**config.mk**
```make
export PLATFORM = sky130hd
export DESIGN_NAME = alu_arbiter_flat
export DESIGN_NICKNAME = d
export VERILOG_FILES = /design/src/rtl/alu_arbiter_if.sv /design/src/rtl/alu_arbiter.sv /design/src/flat_wrapper.sv
export SDC_FILE = /design/constraint.sdc
export NUM_CORES = 1
export LEC_CHECK = 0
export ABC_AREA = 1
export BUFFER_PORTS_ARGS = -buffer_cell sky130_fd_sc_hd__buf_4
export CORE_AREA = 2 2 113 115
export CTS_CLUSTER_SIZE = 14
export DETAILED_ROUTE_END_ITERATION = 7
export DIE_AREA = 0 0 115 117
export PLACE_DENSITY_LB_ADDON = 0.08
export SYNTH_ARGS = -nofsm -noshare
export SYNTH_HDL_FRONTEND = slang
export SYNTH_SLANG_ARGS = --single-unit
export TNS_END_PERCENT = 10
```
**constraint.sdc**
```tcl
create_clock -name clk -period 3.15 [get_ports clk]
set_clock_uncertainty 0.15 [all_clocks]
set_input_delay 0.63 -clock clk [delete_from_list [all_inputs] [get_ports clk]]
set_output_delay 0.63 -clock clk [all_outputs]
set_load 0.01 [all_outputs]
```
**src/rtl/alu_arbiter_if.sv**
```systemverilog
// Request/response bundle between two ALU requesters and alu_arbiter.
// The master side belongs to the requesters and the slave side to the arbiter.
interface alu_arbiter_if;
    logic        req0_valid;
    logic        req0_ready;
    logic [6:0]  req0_ctl;
    logic [31:0] req0_a;
    logic [31:0] req0_b;
    logic        req1_valid;
    logic        req1_ready;
    logic [6:0]  req1_ctl;
    logic [31:0] req1_a;
    logic [31:0] req1_b;
    logic        rsp0_valid;
    logic        rsp0_ready;
    logic        rsp1_valid;
    logic        rsp1_ready;
    logic [31:0] rsp_result;
    logic        rsp_branch;

    modport master (
        output req0_valid, req0_ctl, req0_a, req0_b,
        output req1_valid, req1_ctl, req1_a, req1_b,
        output rsp0_ready, rsp1_ready,
        input  req0_ready, req1_ready,
        input  rsp0_valid, rsp1_valid, rsp_result, rsp_branch
    );

    modport slave (
        input  req0_valid, req0_ctl, req0_a, req0_b,
        input  req1_valid, req1_ctl, req1_a, req1_b,
        input  rsp0_ready, rsp1_ready,
        output req0_ready, req1_ready,
        output rsp0_valid, rsp1_valid, rsp_result, rsp_branch
    );
endinterface

```
**src/rtl/alu_arbiter.sv**
```systemverilog
// Shares one combinational ALU between two requesters; response valid two edges after accept.
// A held response blocks new accepts; the next request is taken in the cycle the response handshakes.
module alu_arbiter #(
    parameter int FIXED_PRIORITY = 0
) (
    input  logic         clk,
    input  logic         reset,
    alu_arbiter_if.slave bus,
    output logic [6:0]   alu_ctl,
    output logic [31:0]  alu_a,
    output logic [31:0]  alu_b,
    input  logic [31:0]  alu_out,
    input  logic         alu_branch
);

    typedef enum logic [1:0] {
        IDLE = 2'd0,
        EXEC = 2'd1,
        RESP = 2'd2
    } state_t;

    typedef struct packed {
        logic [6:0]  ctl;
        logic [31:0] a;
        logic [31:0] b;
    } op_t;

    state_t      state;
    state_t      state_nxt;
    logic        grant;
    logic        last_grant;
    op_t         op_q;
    op_t         op_in;
    logic [31:0] result_q;
    logic        branch_q;

    logic        rsp_hs;
    logic        can_accept;
    logic        prefer1;
    logic        win0;
    logic        win1;
    logic        accept;

    // Port 1 takes a tie only in round-robin mode and only when port 0 was served last.
    always_comb begin
        rsp_hs     = (state == RESP) && (grant ? bus.rsp1_ready : bus.rsp0_ready);
        can_accept = !reset && ((state == IDLE) || rsp_hs);
        prefer1    = (FIXED_PRIORITY == 0) && !last_grant;
        win1       = bus.req1_valid && (!bus.req0_valid || prefer1);
        win0       = bus.req0_valid && !win1;
        accept     = can_accept && (win0 || win1);
        op_in      = win1 ? op_t'{bus.req1_ctl, bus.req1_a, bus.req1_b}
                          : op_t'{bus.req0_ctl, bus.req0_a, bus.req0_b};
    end

    assign bus.req0_ready = can_accept && win0;
    assign bus.req1_ready = can_accept && win1;
    assign bus.rsp0_valid = !reset && (state == RESP) && !grant;
    assign bus.rsp1_valid = !reset && (state == RESP) && grant;
    assign bus.rsp_result = result_q;
    assign bus.rsp_branch = branch_q;

    assign alu_ctl = op_q.ctl;
    assign alu_a   = op_q.a;
    assign alu_b   = op_q.b;

    always_ff @(posedge clk) begin
        if (reset) begin
            state <= IDLE;
        end else begin
            state <= state_nxt;
        end
    end

    always_comb begin
        state_nxt = state;
        case (state)
            IDLE: begin
                if (accept) begin
                    state_nxt = EXEC;
                end
            end
            EXEC: begin
                state_nxt = RESP;
            end
            RESP: begin
                if (rsp_hs) begin
                    state_nxt = accept ? EXEC : IDLE;
                end
            end
            default: begin
                state_nxt = IDLE;
            end
        endcase
    end

    // last_grant resets to 1 so that the first tie after reset goes to port 0.
    always_ff @(posedge clk) begin
        if (reset) begin
            grant      <= 1'b0;
            last_grant <= 1'b1;
            op_q       <= '0;
            result_q   <= '0;
            branch_q   <= 1'b0;
        end else begin
            if (accept) begin
                op_q       <= op_in;
                grant      <= win1;
                last_grant <= win1;
            end
            if (state == EXEC) begin
                result_q <= alu_out;
                branch_q <= alu_branch;
            end
        end
    end

    a_one_ready: assert property (@(posedge clk) !(bus.req0_ready && bus.req1_ready));

endmodule

```
**src/flat_wrapper.sv**
```systemverilog
// flat-port wrapper written by rule: the top's interface ports become plain ports
module alu_arbiter_flat 
#(
    parameter int FIXED_PRIORITY = 0
)
  (clk, reset, alu_ctl, alu_a, alu_b, alu_out, alu_branch, bus_req0_valid, bus_req0_ctl, bus_req0_a, bus_req0_b, bus_req1_valid, bus_req1_ctl, bus_req1_a, bus_req1_b, bus_rsp0_ready, bus_rsp1_ready, bus_req0_ready, bus_req1_ready, bus_rsp0_valid, bus_rsp1_valid, bus_rsp_result, bus_rsp_branch);
  alu_arbiter_if bus_i ();
  input  logic clk;
  input  logic reset;
  output logic [6:0] alu_ctl;
  output logic [31:0] alu_a;
  output logic [31:0] alu_b;
  input  logic [31:0] alu_out;
  input  logic alu_branch;
  input wire logic [$bits(bus_i.req0_valid)-1:0] bus_req0_valid;
  input wire logic [$bits(bus_i.req0_ctl)-1:0] bus_req0_ctl;
  input wire logic [$bits(bus_i.req0_a)-1:0] bus_req0_a;
  input wire logic [$bits(bus_i.req0_b)-1:0] bus_req0_b;
  input wire logic [$bits(bus_i.req1_valid)-1:0] bus_req1_valid;
  input wire logic [$bits(bus_i.req1_ctl)-1:0] bus_req1_ctl;
  input wire logic [$bits(bus_i.req1_a)-1:0] bus_req1_a;
  input wire logic [$bits(bus_i.req1_b)-1:0] bus_req1_b;
  input wire logic [$bits(bus_i.rsp0_ready)-1:0] bus_rsp0_ready;
  input wire logic [$bits(bus_i.rsp1_ready)-1:0] bus_rsp1_ready;
  output wire logic [$bits(bus_i.req0_ready)-1:0] bus_req0_ready;
  output wire logic [$bits(bus_i.req1_ready)-1:0] bus_req1_ready;
  output wire logic [$bits(bus_i.rsp0_valid)-1:0] bus_rsp0_valid;
  output wire logic [$bits(bus_i.rsp1_valid)-1:0] bus_rsp1_valid;
  output wire logic [$bits(bus_i.rsp_result)-1:0] bus_rsp_result;
  output wire logic [$bits(bus_i.rsp_branch)-1:0] bus_rsp_branch;
  assign bus_i.req0_valid = bus_req0_valid;
  assign bus_i.req0_ctl = bus_req0_ctl;
  assign bus_i.req0_a = bus_req0_a;
  assign bus_i.req0_b = bus_req0_b;
  assign bus_i.req1_valid = bus_req1_valid;
  assign bus_i.req1_ctl = bus_req1_ctl;
  assign bus_i.req1_a = bus_req1_a;
  assign bus_i.req1_b = bus_req1_b;
  assign bus_i.rsp0_ready = bus_rsp0_ready;
  assign bus_i.rsp1_ready = bus_rsp1_ready;
  assign bus_req0_ready = bus_i.req0_ready;
  assign bus_req1_ready = bus_i.req1_ready;
  assign bus_rsp0_valid = bus_i.rsp0_valid;
  assign bus_rsp1_valid = bus_i.rsp1_valid;
  assign bus_rsp_result = bus_i.rsp_result;
  assign bus_rsp_branch = bus_i.rsp_branch;
  alu_arbiter #(.FIXED_PRIORITY(FIXED_PRIORITY)) u_core (.clk(clk), .reset(reset), .bus(bus_i), .alu_ctl(alu_ctl), .alu_a(alu_a), .alu_b(alu_b), .alu_out(alu_out), .alu_branch(alu_branch));
endmodule
```
# After elaboration in Yosys (flattened, before gate mapping)

Index checks and enable logic that the tools add are counted.

Add/sub/neg operators: 0
Multipliers: 0
Div/mod/pow operators: 0
Order comparisons: 0
Equality and inequality tests: 4
Shift operators: 0
Multiplexer cells: 6
Bitwise gates (word level): 0
Reductions and logical operators: 20

Operator list:

| kind                                                             | number |
|---|---|
| 71-bit 2-to-1 mux                                                | 1 |
| 1-bit logical AND                                                | 10 |
| 2-bit case mux with 3 select lines                               | 1 |
| 1-bit zero test                                                  | 5 |
| 2-bit 2-to-1 mux                                                 | 2 |
| 2-bit by 1-bit != test with 1-bit output (second input constant) | 2 |
| 1-bit logical OR                                                 | 3 |
| 2-bit by 1-bit == test with 1-bit output (second input constant) | 1 |
| 2-bit == test (second input constant)                            | 1 |
| 2-bit zero test                                                  | 1 |
| 1-bit 2-to-1 mux                                                 | 2 |
| 2-bit AND reduction                                              | 1 |

Register bits: 108
Bits in latches: 0
Memory bits (writable): 0
Memory bits (read-only): 0
Input port bits: 181
Output and inout bits: 108
Memories: 0

# Longest topological paths before layout

Depth after elaboration: 10
Mapped depth: 9
Gate-level depth less buffers: 7

# Least setup slack after synthesis

OpenSTA, ideal clock, no wires.

Kind: input to output
Start point: input port bus_req0_valid
End point: output port bus_req1_ready
Arrival time: 1.354 ns
Required time: 2.370 ns
Path slack: 1.016 ns
Stages on the path: 6
Buffers on the path: 1
Cells stage by stage: nand2_1 -> nand2_1 -> inv_2 -> buf_2 -> nand3_1 -> inv_1

Cells in the longest elaborated chain, start to end: 4

RTL lines:

| item              | RTL line           | RTL |
|---|---|---|
| from (decl)       | flat_wrapper.sv:15 | `input wire logic [$bits(bus_i.req0_valid)-1:0] bus_req0_valid;` |
| 1-bit zero test   | alu_arbiter.sv:49  | `win1 = bus.req1_valid && (!bus.req0_valid \|\| prefer1);` |
| 1-bit logical OR  | alu_arbiter.sv:49  |  |
| 1-bit logical AND | alu_arbiter.sv:49  |  |
| 1-bit logical AND | alu_arbiter.sv:57  | `assign bus.req1_ready = can_accept && win1;` |
| to (decl)         | flat_wrapper.sv:26 | `output wire logic [$bits(bus_i.req1_ready)-1:0] bus_req1_ready;` |

No other way between the ends.

# Final worst setup path

Start point: input port reset
End point: output port bus_req0_ready

Cells in the longest elaborated chain, start to end: 3

RTL lines:

| item              | RTL line           | RTL |
|---|---|---|
| from (decl)       | flat_wrapper.sv:9  | `input logic reset;` |
| 1-bit zero test   | alu_arbiter.sv:47  | `can_accept = !reset && ((state == IDLE) \|\| rsp_hs);` |
| 1-bit logical AND | alu_arbiter.sv:47  |  |
| 1-bit logical AND | alu_arbiter.sv:56  | `assign bus.req0_ready = can_accept && win0;` |
| to (decl)         | flat_wrapper.sv:25 | `output wire logic [$bits(bus_i.req0_ready)-1:0] bus_req0_ready;` |

No other way between the ends.

==> reports/summary.log <==
qor: sta.layout_min_cycle_time 2.21 ns
qor: placed_design.estimated_wirelength_of_the_detail_placed_design 10500 um
qor: floorplanning.design.die.area 13500 um^2
qor: sta.timing.slew.headroom 0.494
qor: routing.route.detailed.wl_per_inst 11.9 um
qor: routing.detail-route-antenna-nets 0
qor: power.pwr_density_cell 481 nW/um^2
qor: cts.cts-root-buf sky130_fd_sc_hd__clkbuf_16
qor: routing.route.detailed.drc 0
qor: cts.tritoncts done
qor: sta.fin_tns_setup 0 ns
qor: cts.clkSinkCount 108
qor: routing.viasPerCell 4.38
qor: power.power_leakage 4.41 nW
qor: routing.detailroute.via_count 5526
qor: yosys.ys_seq_elements 108
qor: sta.rsz0062_at_grt no
qor: placed_design.place_worst_setup_slack 0.813 ns
qor: outcome.run_status complete, no violations
qor: sta.timing_max_transition_violations_final 0
qor: yosys.synth_common_cells sky130_fd_sc_hd__nand2_1, sky130_fd_sc_hd__nor2_1, sky130_fd_sc_hd__dfxtp_1, sky130_fd_sc_hd__inv_1, sky130_fd_sc_hd__o21ai_0
qor: yosys.nets_in_the_synthesized_netlist 1031
qor: yosys.synthDominantCellAreaShare 0.425
qor: global_routing.largest_net_degree_at_the_start_of_global_routing 106
qor: routing.drt_pass1_iterations 5
qor: floorplanning.row_count 41
qor: floorplanning.chipHeight 117 um
qor: routing.drt-initial-drc-count 291
qor: cts.htreeDepth 3
qor: placed_design.gp_congestion 0.792
qor: global_routing.grt_first_pass_wirelength 22800 um
qor: yosys.postSynth.asyncResetShare 0
qor: sta.max_freq 452 MHz
qor: power.peakVddDrop 0.000272 V
qor: placed_design.placed_area 7290 um^2
qor: worst_hold_path.holdCritPathClass reg -> reg
qor: cts.cts.repair_timing.setup_buffer_count 0
qor: setup_path.worstPathRequired 2.37 ns
qor: floorplanning.initial_util 0.413
qor: layout.syn_to_final_growth 49.4%
qor: cts.path_clk_slew 0.07 ns
qor: setup_path.crit_path_max_fanout 5
qor: cts.worst_skew_late_latency 0.34 ns
qor: yosys.post_synth_edffs 0
qor: yosys.synth_most_common_cell sky130_fd_sc_hd__nand2_1
qor: sta.setup_slack 0.936 ns
qor: job.max_cap_violations 0
qor: layout.fill_cells 1215
qor: sta.finalCritPeriodShare 0.703
qor: global_routing.first_global_vias 4732
qor: setup_path.critical_path.startpoint_type input pin
qor: layout.layout_nets 1290
qor: setup_path.timing.critical_path.to_type output pin
qor: yosys.yosysUniqueCellTypes 18
qor: yosys.yosys.area.top_type sky130_fd_sc_hd__dfxtp_1
qor: floorplanning.design.core.area 12300 um^2
qor: cts.cts_inserted_buffers 9
qor: global_routing.globalRoute.totalOverflow 0
qor: yosys.ys.warnings.count 0
qor: cts.cts-hold-fix-buffers 0
qor: global_routing.grt_usage 0.214
qor: yosys.netlist_instances 850
qor: routing.drt-total-wl 15000 um
qor: yosys.synth_top_cells_by_area sky130_fd_sc_hd__dfxtp_1, sky130_fd_sc_hd__nand2_1, sky130_fd_sc_hd__nor2_1
qor: yosys.synth.yosys.seq_area_share 0.425
qor: sta.max_slew.worst_pin.slew 0.759 ns
qor: power.total_power_after_layout 3.65 mW
qor: sta.final_hold_vios 0
qor: setup_path.worst-setup-path-type in -> out
qor: yosys.post_synth.cell_area_avg 5.98 um^2
qor: yosys.ys.flop_type sky130_fd_sc_hd__dfxtp_1
qor: floorplanning.die_w 115 um
qor: layout.layout-drive-gt1-share 0.286
qor: setup_path.arrival_time_at_the_worst_endpoint 1.43 ns
qor: layout.design_area 7590 um^2
qor: yosys.synth.cell_area 5080 um^2
qor: layout.antenna_cells 0
qor: placed_design.numPortBuffers 288
qor: cts.clock_tree.buffer_depth 2
qor: sta.report.final.setup_viol 0
qor: floorplanning.pin_count 289
qor: global_routing.grt_antenna_before_repair 0
qor: cts.post_cts_resized 0
[cells in the final DEF (no fill, tap or decap), types with 2 or more instances in the layout]
| master | instances |
|---|---|
| sky130_fd_sc_hd__nand2_1 | 361 |
| sky130_fd_sc_hd__buf_4 | 292 |
| sky130_fd_sc_hd__nor2_1 | 211 |
| sky130_fd_sc_hd__dfxtp_1 | 108 |
| sky130_fd_sc_hd__inv_1 | 75 |
| sky130_fd_sc_hd__o21ai_0 | 28 |
| sky130_fd_sc_hd__clkbuf_16 | 9 |
| sky130_fd_sc_hd__o21ai_1 | 5 |
| sky130_fd_sc_hd__inv_2 | 4 |
| sky130_fd_sc_hd__nand3_1 | 3 |
| sky130_fd_sc_hd__buf_12 | 3 |
| sky130_fd_sc_hd__nor2_2 | 2 |
| sky130_fd_sc_hd__clkbuf_8 | 2 |
[report_power, final]
group,internal (mW),leakage (nW),switching (mW)
logic,0.452,3.37,0.480
registers,1.50,0.891,0.0677
clock network,0.658,0.145,0.493
total,2.61,4.41,1.04
[layer usage]
layer | GRT usage | up-vias | routed length (um)
li1 | - | 3003 | -
met1 | 0.263 | 2317 | 6430
met2 | 0.361 | 185 | 7070
met3 | 0.0551 | 21 | 1140
met4 | 0.0811 | 0 | 346
met5 | 0 | - | 0
[cell type report]
class | instances | area (um^2) | share of cell area
multi-input combinational | 616 | 2390 | 0.315
timing repair buffer | 295 | 2250 | 0.297
sequential | 108 | 2160 | 0.285
inverter | 79 | 297 | 0.0391
clock buffer | 12 | 256 | 0.0338
tap | 150 | 188 | 0.0247
clock inverter | 3 | 46.3 | 0.00610
[logic make-up (layout without fill, tap and decap cells)]
family,after synthesis,count (layout),synth area share
AO/OA/AOI/OAI,35,35,0.0347
AND/OR/NAND/NOR,581,581,0.433
flip-flops,108,108,0.425
buffers and inverters,126,389,0.107
[registers in the layout, indices dropped and copies added, names as in the netlist]
name,count
u_core.alu_a,32
u_core.alu_b,32
u_core.bus.rsp_result,32
u_core.alu_ctl,7
u_core.state,2
u_core.bus.rsp_branch,1
u_core.grant,1
u_core.last_grant,1
[worst max-delay path, cell delays in order]
cell and delay, ns:
sky130_fd_sc_hd__buf_4 0.13, sky130_fd_sc_hd__nor2_2 0.21, sky130_fd_sc_hd__nand3_1 0.11, sky130_fd_sc_hd__nor2_1 0.19, sky130_fd_sc_hd__buf_4 0.16
[worst paths after layout]
kind / slack (ns) / startpoint / to / cells past startpoint
setup / recovery: 0.94 / reset / bus_req0_ready / 5
hold / removal: 0.33 / u_core.last_grant / u_core.last_grant / 2
setup reg to reg: 1.25 / u_core.state[0] / u_core.alu_a[4] / 6
hold reg to reg: 0.33 / u_core.last_grant / u_core.last_grant / 2
[per-stage QoR]
stage	hold slack [ns]	std cells	util
6_report	0.325	1263	0.617
4_1_cts	0.318	1263	0.617
5_1_grt	0.339	1263	0.617
3_5_place_dp	0.297	1248	0.592
2_1_floorplan	0.279	850	-
3_3_place_gp	0.301	1248	0.592
Note: power is estimated with default switching activity, not from simulation.
